===== src/rtl/fifo_arb_pkg.sv =====
// ============================================================================
// Module      : fifo_arb_pkg
// Description : Shared types and the round-robin selection function for the
//               FIFO write-side arbiter and any future read-side scheduler.
// Revision    : 1.0 - initial release
// ============================================================================
`default_nettype none

package fifo_arb_pkg;

  // Arbiter state encoding: ARB = choose a producer, BUSY = stream its burst.
  typedef enum logic [0:0] {
    ST_ARB  = 1'b0,
    ST_BUSY = 1'b1
  } state_e;

  // Largest supported producer count; the selector works on this width.
  localparam int MAX_REQ = 16;

  // Round-robin pick: rotate the request vector so that position last+1 is
  // scanned first, take the lowest set bit, and map it back to an absolute
  // index. Returns -1 when no request is set. 'last' must be below 'n'.
  function automatic int rr_next(input logic [MAX_REQ-1:0] req,
                                 input int                 last,
                                 input int                 n);
    int res;
    int k;
    res = -1;
    // Walk from the farthest rotated position down to the nearest, so the
    // nearest set bit after 'last' is the one left in 'res'.
    for (int i = MAX_REQ; i >= 1; i--) begin
      if (i <= n) begin
        k = last + i;
        if (k >= n) k = k - n;
        if (req[4'(k)]) res = k;
      end
    end
    return res;
  endfunction

endpackage

`default_nettype wire


===== src/rtl/fifo_write_arbiter_rr_pick.sv =====
// ============================================================================
// Module      : rr_pick
// Description : Combinational round-robin selector. Given the request vector
//               and the previous winner, returns the next winner and a valid.
// Revision    : 1.0 - initial release
// ============================================================================
`default_nettype none

module rr_pick
  import fifo_arb_pkg::*;
#(
  parameter int NUM_REQ_p  = 4,
  parameter int ID_WIDTH_p = $clog2(NUM_REQ_p)
) (
  input  logic [NUM_REQ_p-1:0]  req,
  input  logic [ID_WIDTH_p-1:0] last,
  output logic [ID_WIDTH_p-1:0] idx,
  output logic                  valid
);

  logic [MAX_REQ-1:0] req_wide;
  int                 sel;

  // Widen the request vector and run the shared selection function.
  always_comb begin
    req_wide                  = '0;
    req_wide[NUM_REQ_p-1:0]   = req;
    sel                       = rr_next(req_wide, int'(last), NUM_REQ_p);
    valid                     = (sel >= 0);
    idx                       = ID_WIDTH_p'(sel);
  end

endmodule

`default_nettype wire


===== src/rtl/fifo_write_arbiter.sv =====
// ============================================================================
// Module      : fifo_write_arbiter
// Description : Round-robin write-side arbiter sharing one FIFO among
//               NUM_REQ_p producers with bounded bursts and owner tagging.
//               Never writes while the FIFO reports full.
// Revision    : 1.0 - initial release
// ============================================================================
`default_nettype none

module fifo_write_arbiter
  import fifo_arb_pkg::*;
#(
  parameter int NUM_REQ_p    = 4,
  parameter int DATA_WIDTH_p = 16,
  parameter int BURST_LEN_p  = 4,
  parameter int ID_WIDTH_p   = $clog2(NUM_REQ_p)
) (
  input  logic                             clk_i,
  input  logic                             rst_n_i,
  input  logic                             enable_i,
  input  logic [NUM_REQ_p-1:0]             req_i,
  input  logic [NUM_REQ_p*DATA_WIDTH_p-1:0] data_i,
  output logic [NUM_REQ_p-1:0]             ack_o,
  input  logic                             fifo_full_i,
  output logic                             fifo_write_o,
  output logic [ID_WIDTH_p+DATA_WIDTH_p-1:0] fifo_data_o,
  output logic [ID_WIDTH_p-1:0]            owner_o,
  output logic                             busy_o
);

  state_e                  state_q, state_d;
  logic [ID_WIDTH_p-1:0]   owner_q, owner_d;
  logic [ID_WIDTH_p-1:0]   last_owner_q, last_owner_d;
  logic [7:0]              burst_cnt_q, burst_cnt_d;

  logic [DATA_WIDTH_p-1:0] data_arr [NUM_REQ_p];
  logic [ID_WIDTH_p-1:0]   pick_idx;
  logic                    pick_valid;
  logic                    own_req;
  logic                    own_ack;

  // Split the flat producer bus into one word per producer.
  for (genvar k = 0; k < NUM_REQ_p; k++) begin : g_unpack
    assign data_arr[k] = data_i[k*DATA_WIDTH_p +: DATA_WIDTH_p];
  end

  rr_pick #(
    .NUM_REQ_p  (NUM_REQ_p),
    .ID_WIDTH_p (ID_WIDTH_p)
  ) u_rr_pick (
    .req   (req_i),
    .last  (last_owner_q),
    .idx   (pick_idx),
    .valid (pick_valid)
  );

  assign own_req     = req_i[owner_q];
  assign fifo_data_o = {owner_q, data_arr[owner_q]};
  assign owner_o     = owner_q;
  assign busy_o      = (state_q == ST_BUSY);

  // Next-state and output decode: grant in ARB, stream with stall in BUSY.
  always_comb begin
    state_d      = state_q;
    owner_d      = owner_q;
    last_owner_d = last_owner_q;
    burst_cnt_d  = burst_cnt_q;
    ack_o        = '0;
    fifo_write_o = 1'b0;
    own_ack      = 1'b0;

    case (state_q)
      ST_ARB: begin
        if (enable_i && pick_valid) begin
          owner_d     = pick_idx;
          burst_cnt_d = 8'd0;
          state_d     = ST_BUSY;
        end
      end
      ST_BUSY: begin
        // A full FIFO with the owner still requesting simply stalls here.
        own_ack = own_req & ~fifo_full_i & enable_i;
        if (own_ack) begin
          ack_o[owner_q] = 1'b1;
          fifo_write_o   = 1'b1;
          burst_cnt_d    = burst_cnt_q + 8'd1;
        end
        if ((own_ack && ((burst_cnt_q + 8'd1) == 8'(BURST_LEN_p))) ||
            !own_req || !enable_i) begin
          state_d      = ST_ARB;
          last_owner_d = owner_q;
        end
      end
      default: begin
        state_d = ST_ARB;
      end
    endcase
  end

  // State registers; reset makes producer 0 the first winner.
  always_ff @(posedge clk_i or negedge rst_n_i) begin
    if (!rst_n_i) begin
      state_q      <= ST_ARB;
      owner_q      <= '0;
      last_owner_q <= ID_WIDTH_p'(NUM_REQ_p - 1);
      burst_cnt_q  <= 8'd0;
    end else begin
      state_q      <= state_d;
      owner_q      <= owner_d;
      last_owner_q <= last_owner_d;
      burst_cnt_q  <= burst_cnt_d;
    end
  end

endmodule

`default_nettype wire


===== config.mk =====
export PLATFORM = sky130hd
export DESIGN_NAME = fifo_write_arbiter
export DESIGN_NICKNAME = d
export VERILOG_FILES = /design/src/rtl/fifo_arb_pkg.sv /design/src/rtl/fifo_write_arbiter_rr_pick.sv /design/src/rtl/fifo_write_arbiter.sv
export SDC_FILE = /design/constraint.sdc
export NUM_CORES = 1
export LEC_CHECK = 0
export CORE_MARGIN = 2
export CORE_UTILIZATION = 40
export DETAILED_ROUTE_END_ITERATION = 6
export PLACE_DENSITY = 0.85
export SYNTH_ARGS = -nofsm -noshare
export SYNTH_HDL_FRONTEND = slang
export SYNTH_SLANG_ARGS = --single-unit

===== constraint.sdc =====
create_clock -name clk_i -period 3.9 [get_ports clk_i]
set_input_delay 1.17 -clock clk_i [delete_from_list [all_inputs] [get_ports clk_i]]
set_output_delay 1.17 -clock clk_i [all_outputs]
set_load 0.005 [all_outputs]

Yosys cells after proc, flatten, opt, wreduce, memory -nomap -nowiden
Cells that the tools add are included.

Reduce and logical (&&, ||, !) cells: 10. Shift-type cells: 0. Eq/ne operators: 3. Div/mod/pow operators: 0. Multiply operators: 0. Add/sub/neg operators: 9. Multiplexer cells: 37. $lt $le $gt $ge: 12. Bitwise operators: 5.

Operator list (count): $mux 32 (8); $ge 32x4->1 const B (4); $sub 32x4->32 const B (4); $bmux 16 s2 (1); $ge 32x1->1 const B (1); $mux 16 (2); $lt 4x6->1 const B (4); $bmux 1 s4 (4); $mux 8 (2); $pmux 8 s2 (1); $mux 1 (14); $add 8x1->8 const B (1); $eq 8x3->1 const B (1); $mux 4 (2); $add 2x2->3 const B (2); $reduce_and 2->1 (3); $add 2x3->4 const B (1); $add 2x1->3 const B (1); $ge 3x3->1 const B (1); $logic_and 1x1->1 (3); $lt 2x3->1 const B (1); $not 2->3 (1); $and 1x1->1 (2); $bmux 1 s2 (1); 8 further kinds (11).

Register bits after elaboration: 13. Logic and storage cells: 80. Input bits: 72. Latch bits: 0. Memories: 0. Bits in read-only memories: 0. Output and inout port bits: 26. Memory bits (writable): 0.

Depth between registers and ports, before layout
Gate-level depths: netlist of run 1.

Depth after elaboration: 14. Depth in mapped cells: 8. Depth with buffers taken out: 7.

Modules after synthesis
A second synthesis of run 1 with hierarchy kept.

Cell total of the unflattened synthesis: 151. Area total of the unflattened synthesis: 1549.0 µm².

By module, submodules not included: fifo_write_arbiter (times used 1, seq. area each 327.8 µm², area an instance 1228.7 µm², cells each 111); rr_pick (times used 1, seq. area each 0.0 µm², area an instance 320.3 µm², cells each 40).

Worst setup path before layout of run 1
No wires, ideal clock.

Kind: input port to output port. Start point: in req_i[3]. End point: out ack_o[3]. Arrival: 2.249 ns. Stages: 5. Data required time: 2.730 ns. Buffers on the path: 1. Path slack: 0.481 ns. Path through: mux4_2 -> nand3_1 -> inv_2 -> buf_2 -> and3_1.

Longest elaborated chain between the ends: 6.

Ends and longest elaborated chain: start: declaration (line fifo_write_arbiter.sv:21) `input logic [NUM_REQ_p-1:0] req_i,`; $bmux 1 s2 (line fifo_write_arbiter.sv:57) `assign own_req = req_i[owner_q];`; $mux 1 (not written as such) (line fifo_write_arbiter.sv:57); $and 1x1->1 (2 in series) (line fifo_write_arbiter.sv:82) `own_ack = own_req & ~fifo_full_i & enable_i;`; $mux 4 (line fifo_write_arbiter.sv:83) `if (own_ack) begin`; $mux 4 (line fifo_write_arbiter.sv:72) `case (state_q)`; end: declaration (line fifo_write_arbiter.sv:23) `output logic [NUM_REQ_p-1:0] ack_o,`.

No other way between the ends. The select of a mux whose other input is x is not followed.

Final worst setup path of run 1
Start point: in req_i[0]. End point: out ack_o[3].

Same word-level chain as after synthesis.

==> flow_summary.toml, run 1 <==
[outcome]
status = "finished clean"

[layout]
fin_cells = 296
areaGrowthSynthToFinish_pct = 73.80
stdcell_area_um2 = 2631
fillCellCount = 277
antenna-diode-count = 0
final_layout_size_suffix_gt1_frac = 0.1976
nNetsFinal = 327

[timing]
slew_violations = 0
finalSetupViolCount = 0
rsz0062_at_grt = "false"
fin_crit_ps = 3874
hold_violations = 0
tightest_slew_ps = 589.2
skew_ps = 6.689
timing.hold.ws_ps = 530.5
relSlewSlack = 0.6060
fmax_mhz = 258.1
period_share = 0.9934

[synthesis]
synth_warnings = 0
synth_top_flop_cell = "dfrtp_1"
synth_largest_area_cell = "mux4_2"
synth-seq-cells = 13
synthSimpleGateAreaFrac = 0.1504
yosysSeqAreaShare = 0.2165
synth_top_family_by_area = "multiplexers"
synth_xor_area_frac = 0.01157
synthMuxAreaShare = 0.3231
synth_area_um2 = 1514
syn_inst = 145
syn_nets = 223
synth.area.top_cells = "mux4_2 25%, dfrtp_1 18%, ha_1 5.0%, dfstp_2 3.5%, mux2i_1 3.3%"
synth_fa_ha_area_frac = 0.04959
synth_top_area_share = 0.2529
synthTopCellsByCount = "17 x mux4_2, 11 x dfrtp_1, 11 x inv_1, 9 x nand3_1"
avgSynthCellArea_um2 = 10.44
async_reset_ff_frac = 1.000
ys_types = 48
synth_edf_count = 0
yosysMostFrequentCell = "mux4_2"
synth_compound_area_frac = 0.1868

[clock_tree]
clk_latency_ps = 240
cts_max_level = 1
clockBufferDepth = 2
cts_tree = "done"
postCtsSetupBuffers = 0
cts_num_sinks = 13
root_buffer = "clkbuf_8"
cts_made_buffers = 3
path_clk_slew_ps = 60

[setup_path]
cp-start-kind = "primary input"
critPathCaptureType = "output port"
crit_type = "in2out"
cp.arrival_ps = 2700
critPathRequiredTime_ps = 2730
critPathMaxFanout = 4

[drt]
drt_iter0_drc = 41
wl_um = 4894
vias = 1668
wire_per_inst_um = 16.53
routed_via_density = 5.635
postRouteAntennaNets = 0
drc = 0
first_pass_iters = 4

[placed_design]
place_congestion = 0.8763
dpl_cell_area_um2 = 2579
dp_hpwl_um = 3974
port_buffers = 97
dp.cells = 292

[die]
row_count = 22
coreArea_um2 = 3661
start_util = 0.4135
dieWidth_um = 65.52
pin_count = 98
fp.dieH_um = 65.52
dieArea_um2 = 4293

[grt]
grt_overflow_total = 0
track_usage = 0.2306
grt_pass1_vias = 1723
grt_pass1_wl_um = 7665
antenna_found_initial = 0
grt_max_degree = 25

[worst_hold_path]
hold_path.class = "reg2reg"

[power_and_ir_drop]
ir_worst_vdd_mv = 0.3649
p_per_area_nw_per_um2 = 535.7
p_leak_nw = 1.050

[run]
drv_cap = 0
==> worst max-delay path, cell delays in order <==
cell	delay, ps
clkdlybuf4s50_1	420
mux4_2	520
nand3_4	110
inv_2	60
and3_1	170
dlygate4sd2_1	250
==> routing by layer <==
| metal | routed length [µm] | vias to the layer above | global-route usage |
|---|---|---|---|
| met5 | 0 | - | 0 |
| met4 | 53 | 0 | 0.03385 |
| met3 | 564 | 8 | 0.07534 |
| met2 | 2499 | 82 | 0.4464 |
| met1 | 1777 | 804 | 0.2454 |
| li1 | - | 774 | - |
==> worst paths after layout <==
check                      slack [ps]             from             end  cells after the start
max in group asynchronous        2210          rst_n_i  burst_cnt_q[7]                      1
min reg2reg                       530   burst_cnt_q[0]  burst_cnt_q[0]                      1
max                                30         req_i[0]        ack_o[3]                      6
min                               530   burst_cnt_q[0]  burst_cnt_q[0]                      1
min in group asynchronous        1300          rst_n_i  burst_cnt_q[5]                      1
max reg2reg                      1060  last_owner_q[0]  burst_cnt_q[4]                      7
==> cell type report <==
type                       instances  area, µm²  share of cell area
clock buffer                       4      45.04             0.01712
inverter                          12      45.04             0.01712
multi-input combinational        111       1105              0.4199
sequential                        13      327.8              0.1246
tap                               48      60.06             0.02282
timing repair buffer             108       1049              0.3985
==> through the flow <==
stage | setup TNS, ps | total power, mW | setup slack (ps) | utilization
finish | 0 | 1.410 | 25.68 | 0.7187
global placement | -778.1 | 1.271 | -233.7 | 0.7044
floorplan | 0 | 0.8502 | 481.1 | -
detailed placement | -1006 | 1.293 | -292.5 | 0.7044
global route | 0 | 1.510 | 7.582 | 0.7187
CTS | 0 | 1.418 | 17.19 | 0.7180
==> where the power goes <==
part / total, mW / internal (mW) / switching [mW]
sequential: 0.241 / 0.178 / 0.0628
combinational: 1.05 / 0.615 / 0.434
clock: 0.120 / 0.0721 / 0.0477
==> cells by family (layout without fill, tap and decap cells) <==
group / Yosys count / count (layout)
and+or+nand+nor: 39 / 39
AOI/OAI and AO/OA: 37 / 37
muxes: 27 / 27
buffers and inverters: 21 / 124
DFF: 13 / 13
adders and majority gates: 6 / 6
xor gates and xnor gates: 2 / 2
==> flip-flops by register name, indices dropped and copies added (netlist names) <==
signal        count
last_owner_q      2
busy_o            1
owner_o           2
burst_cnt_q       8
==> cell usage in the layout, fill, tap and decap left out, drive strengths merged, types with 2 or more instances in the layout <==
cell type	n
a21boi	2
a21oi	6
a31oi	2
and3	2
buf	11
clkbuf	4
clkdlybuf4s50	90
dfrtp	11
dfstp	2
dlygate4sd2	6
ha	6
inv	12
mux2	5
mux2i	5
mux4	17
nand2	7
nand2b	3
nand3	10
nor2	4
nor2b	4
o2111ai	2
o211ai	5
o21ai	9
o311ai	2
or2	2
or3	3
xor2	2
==> what timing repair did <==
item / 4_1_cts / 5_1_grt
endpoints found under the setup margin: 5 / 1
endpoints found under the hold margin: 0 / 0
gates resized for setup: 8 / 1
pin swaps: 1 / 0
gates cloned: 0 / 0
hold buffers: 0 / 0
(Power assumes the default switching activity.)
==> run 2, diff against run 1 <==
- CORE_ASPECT_RATIO: unset -> 1.2
==> flow_summary.toml, run 2 (same netlist as run 1, synthesis figures left out) <==
[die]
pin_count = 98
row_count = 24
start_util = 0.4167
dieArea_um2 = 4295
fp.dieH_um = 71.40
coreArea_um2 = 3633
dieWidth_um = 60.16

[timing]
finalSetupViolCount = 0
relSlewSlack = 0.6040
period_share = 0.9872
fin_crit_ps = 3850
fmax_mhz = 259.7
hold_violations = 0
timing.hold.ws_ps = 544.4
tightest_slew_ps = 592.1
rsz0062_at_grt = "false"
skew_ps = 3.712
slew_violations = 0

[layout]
fillCellCount = 272
final_util = 0.7300
final_layout_size_suffix_gt1_frac = 0.2048
regMostFlops = "burst_cnt_q"
areaGrowthSynthToFinish_pct = 75.21
final_common_cell = "clkdlybuf4s50_1"
largest_reg_flops = 8
antenna-diode-count = 0
nNetsFinal = 328
final_cell_mix = "90 x clkdlybuf4s50_1, 17 x mux4_2, 12 x buf_4, 11 x inv_1, 11 x dfrtp_1"

[worst_hold_path]
hold_path.class = "reg2reg"
min_from = "burst_cnt_q[5]"

[setup_path]
crit_type = "in2out"
critPathRequiredTime_ps = 2730
critPathCaptureType = "output port"
startpoint = "req_i[1]"
crit-reg2reg-launch = "last_owner_q[0]"
cp-start-kind = "primary input"
critPathMaxFanout = 4
cp.arrival_ps = 2680

[drt]
wl_um = 5207
wire_per_inst_um = 17.30
drc = 0
routed_via_density = 5.505
first_pass_iters = 4
postRouteAntennaNets = 0
drt_iter0_drc = 61
vias = 1657

[outcome]
status = "finished clean"

[grt]
grt_pass1_wl_um = 7872
antenna_found_initial = 0
grt_max_degree = 25
track_usage = 0.2427
grt_overflow_total = 0
grt_pass1_vias = 1653

[clock_tree]
clockBufferDepth = 2
clk_latency_ps = 250
path_clk_slew_ps = 60
cts_max_level = 1
cts_made_buffers = 3
root_buffer = "clkbuf_8"
cts_num_sinks = 13
cts_tree = "done"
postCtsSetupBuffers = 0

[power_and_ir_drop]
ir_worst_vdd_mv = 0.3927
p_leak_nw = 1.044
p_per_area_nw_per_um2 = 529.3

[run]
drv_cap = 0

[placed_design]
port_buffers = 97
place_congestion = 0.9164
dp_hpwl_um = 4317
-- run 2: repair_timing --
action                     4_1_cts  5_1_grt
pin swaps                        1        0
resized for setup                9        4
setup endpoints to repair        5        4
hold buffers                     0        0
-- run 2: layout make-up --
cell class	instances	area [µm²]	share of cell area
repair buffers	109	1060	0.3995
clock buffers	4	45.04	0.01698
inverters	12	45.04	0.01698
well taps	52	65.06	0.02453
flip-flops and latches	13	327.8	0.1236
multi-input cells	111	1110	0.4184
-- run 2: final timing paths --
| check | to | slack (ps) | cells past startpoint |
|---|---|---|---|
| max | fifo_write_o | 50 | 6 |
| min | burst_cnt_q[5] | 540 | 1 |
| max reg2reg | burst_cnt_q[0] | 1100 | 7 |
| min reg2reg | burst_cnt_q[5] | 540 | 1 |
| max in group asynchronous | burst_cnt_q[7] | 2210 | 1 |
| min in group asynchronous | burst_cnt_q[4] | 1300 | 1 |
-- run 2: metrics by stage --
| step | std cells | setup slack [ps] | cell area (µm²) | total power [mW] | setup TNS, ps |
|---|---|---|---|---|---|
| after CTS | 301 | 5.861 | 2646 | 1.411 | 0 |
| after global routing | 301 | 5.803 | 2653 | 1.513 | 0 |
| after floorplan | 145 | 481.1 | 1514 | 0.8502 | 0 |
| final | 301 | 49.74 | 2653 | 1.404 | 0 |
| after detailed placement | 297 | -293.4 | 2591 | 1.279 | -1290 |
| after global placement | 297 | -280.2 | 2591 | 1.255 | -1127 |
-- run 2: critical path, cell delays in order --
cell             delay, ps
clkdlybuf4s50_1        430
mux4_2                 530
nand3_4                110
inv_2                   50
buf_4                  130
dlygate4sd2_1          250
-- run 2: power by group --
part           switching, mW  internal [mW]  leakage [nW]
logic                  0.429          0.611         0.853
registers             0.0647          0.178         0.168
clock network         0.0486         0.0722        0.0228
total                  0.543          0.861          1.04
-- run 2: routing by layer --
metal  share of wire  global-route usage
met1            0.33              0.2650
met2            0.54              0.4348
met3           0.084             0.04152
met4           0.045              0.1235
met5               0                   0
==> run 3, diff against run 2 <==
- CORE_MARGIN: 2 -> 5
- RECOVER_POWER: unset -> 25
==> flow_summary.toml, run 3 (same netlist as run 1, synthesis figures left out) <==
[die]
coreArea_um2 = 3633
dieWidth_um = 66.16
row_count = 24
fp.dieH_um = 77.40
pin_count = 98
dieArea_um2 = 5120
start_util = 0.4167

[layout]
final_layout_size_suffix_gt1_frac = 0.2048
largest_reg_flops = 8
final_common_cell = "clkdlybuf4s50_1"
nNetsFinal = 328
final_cell_mix = "87 x clkdlybuf4s50_1, 17 x mux4_2, 12 x buf_4, 11 x inv_1, 11 x dfrtp_1"
antenna-diode-count = 0
stdcell_area_um2 = 2641
regMostFlops = "burst_cnt_q"
areaGrowthSynthToFinish_pct = 74.46

[clock_tree]
clockBufferDepth = 2
cts_tree = "done"
clk_latency_ps = 250
root_buffer = "clkbuf_8"
cts_num_sinks = 13
hold_buffers = 0
cts_max_level = 1
cts_made_buffers = 3
path_clk_slew_ps = 50

[grt]
use_met1 = 0.2335
grt_overflow_total = 0
track_usage = 0.2116
grt_pass1_vias = 1644
grt_pass1_wl_um = 8418
grt_max_degree = 25
grtUsageMet3 = 0.05491
antenna_found_initial = 0
use_met2 = 0.3813
busiest_layer = "met2"

[drt]
first_pass_iters = 4
wire_per_inst_um = 18.31
routed_via_density = 5.435
wl_um = 5511
vias = 1636
drc = 0
postRouteAntennaNets = 0
drt_iter0_drc = 59

[timing]
finalSetupViolCount = 0
relSlewSlack = 0.5928
fmax_mhz = 269.0
rsz0062_at_grt = "false"
timing.hold.ws_ps = 539.0
hold_violations = 0
tightest_slew_ps = 608.8
fin_crit_ps = 3717
slew_violations = 0
skew_ps = 1.523
period_share = 0.9531

[placed_design]
place_congestion = 0.9421
port_buffers = 97
dpl_cell_area_um2 = 2584
dp_hpwl_um = 4551

[setup_path]
rrSetupSlack_ps = 1010
critPathRequiredTime_ps = 2730
critPathMaxFanout = 1
cp-start-kind = "primary input"
critPathCaptureType = "output port"
cp.arrival_ps = 2550
crit_type = "in2out"

[outcome]
status = "finished clean"

[worst_hold_path]
hold_path.class = "reg2reg"

[power_and_ir_drop]
ir_worst_vdd_mv = 0.5040
p_leak_nw = 1.077
p_per_area_nw_per_um2 = 535.5

[run]
drv_cap = 0
run 3: cell count changes in the layout (fill, tap and decap cells not counted):
cell and change:
buf_2 +1, clkdlybuf4s50_1 -3, nor3b_2 -1, clkdlybuf4s15_1 -3, dlygate4sd2_1 +1, nor3b_1 +1, dlygate4sd3_1 +1, dlymetal6s2s_1 +3
nand3_2 +1, nand3_4 -1
run 3: repair_timing:
action                     4_1_cts  5_1_grt
resized for setup                9        4
setup endpoints to repair        5        1
buffers inserted                 1        0
pin swaps                        1        0
gates cloned                     0        0
run 3: layout make-up:
| type | instances | area, µm² |
|---|---|---|
| clock buffer | 4 | 45.04 |
| inverter | 12 | 45.04 |
| sequential | 13 | 327.8 |
| multi-input combinational | 111 | 1097 |
| tap | 52 | 65.06 |
| timing repair buffer | 109 | 1061 |
| fill | 267 | 992.2 |
run 3: routing by layer:
metal  share of wire  vias to the layer above
li1                -                      777
met1            0.35                      750
met2            0.51                       96
met3            0.11                       13
met4           0.027                        0
met5               0                        -
run 3: final timing paths:
check / from / cells after the start / to
setup / recovery: data_i[57] / 3 / fifo_data_o[9]
hold / removal: burst_cnt_q[5] / 1 / burst_cnt_q[5]
setup reg to reg: last_owner_q[0] / 7 / burst_cnt_q[0]
hold reg to reg: burst_cnt_q[5] / 1 / burst_cnt_q[5]
max in group asynchronous: rst_n_i / 1 / burst_cnt_q[7]
min in group asynchronous: rst_n_i / 1 / burst_cnt_q[0]
run 3: metrics by stage:
step | power, mW | instances | utilization | TNS (ps) | worst slack [ps]
global placement | 1.273 | 296 | 0.7111 | -799.7 | -211.7
global route | 1.519 | 301 | 0.7269 | 0 | 164.2
CTS | 1.421 | 301 | 0.7242 | 0 | 1.523
finish | 1.414 | 301 | 0.7269 | 0 | 182.7
detailed placement | 1.292 | 296 | 0.7111 | -967.7 | -245.2
floorplan | 0.8502 | 145 | - | 0 | 481.1
run 3: report_power, final:
group | internal (mW) | switching [mW] | total, mW
logic | 0.609 | 0.442 | 1.05
clock network | 0.0723 | 0.0494 | 0.122
registers | 0.178 | 0.0640 | 0.242
run 3: critical path: stages:
cell	delay, ps
clkdlybuf4s50_1	400
mux4_2	480
clkdlybuf4s50_1	500
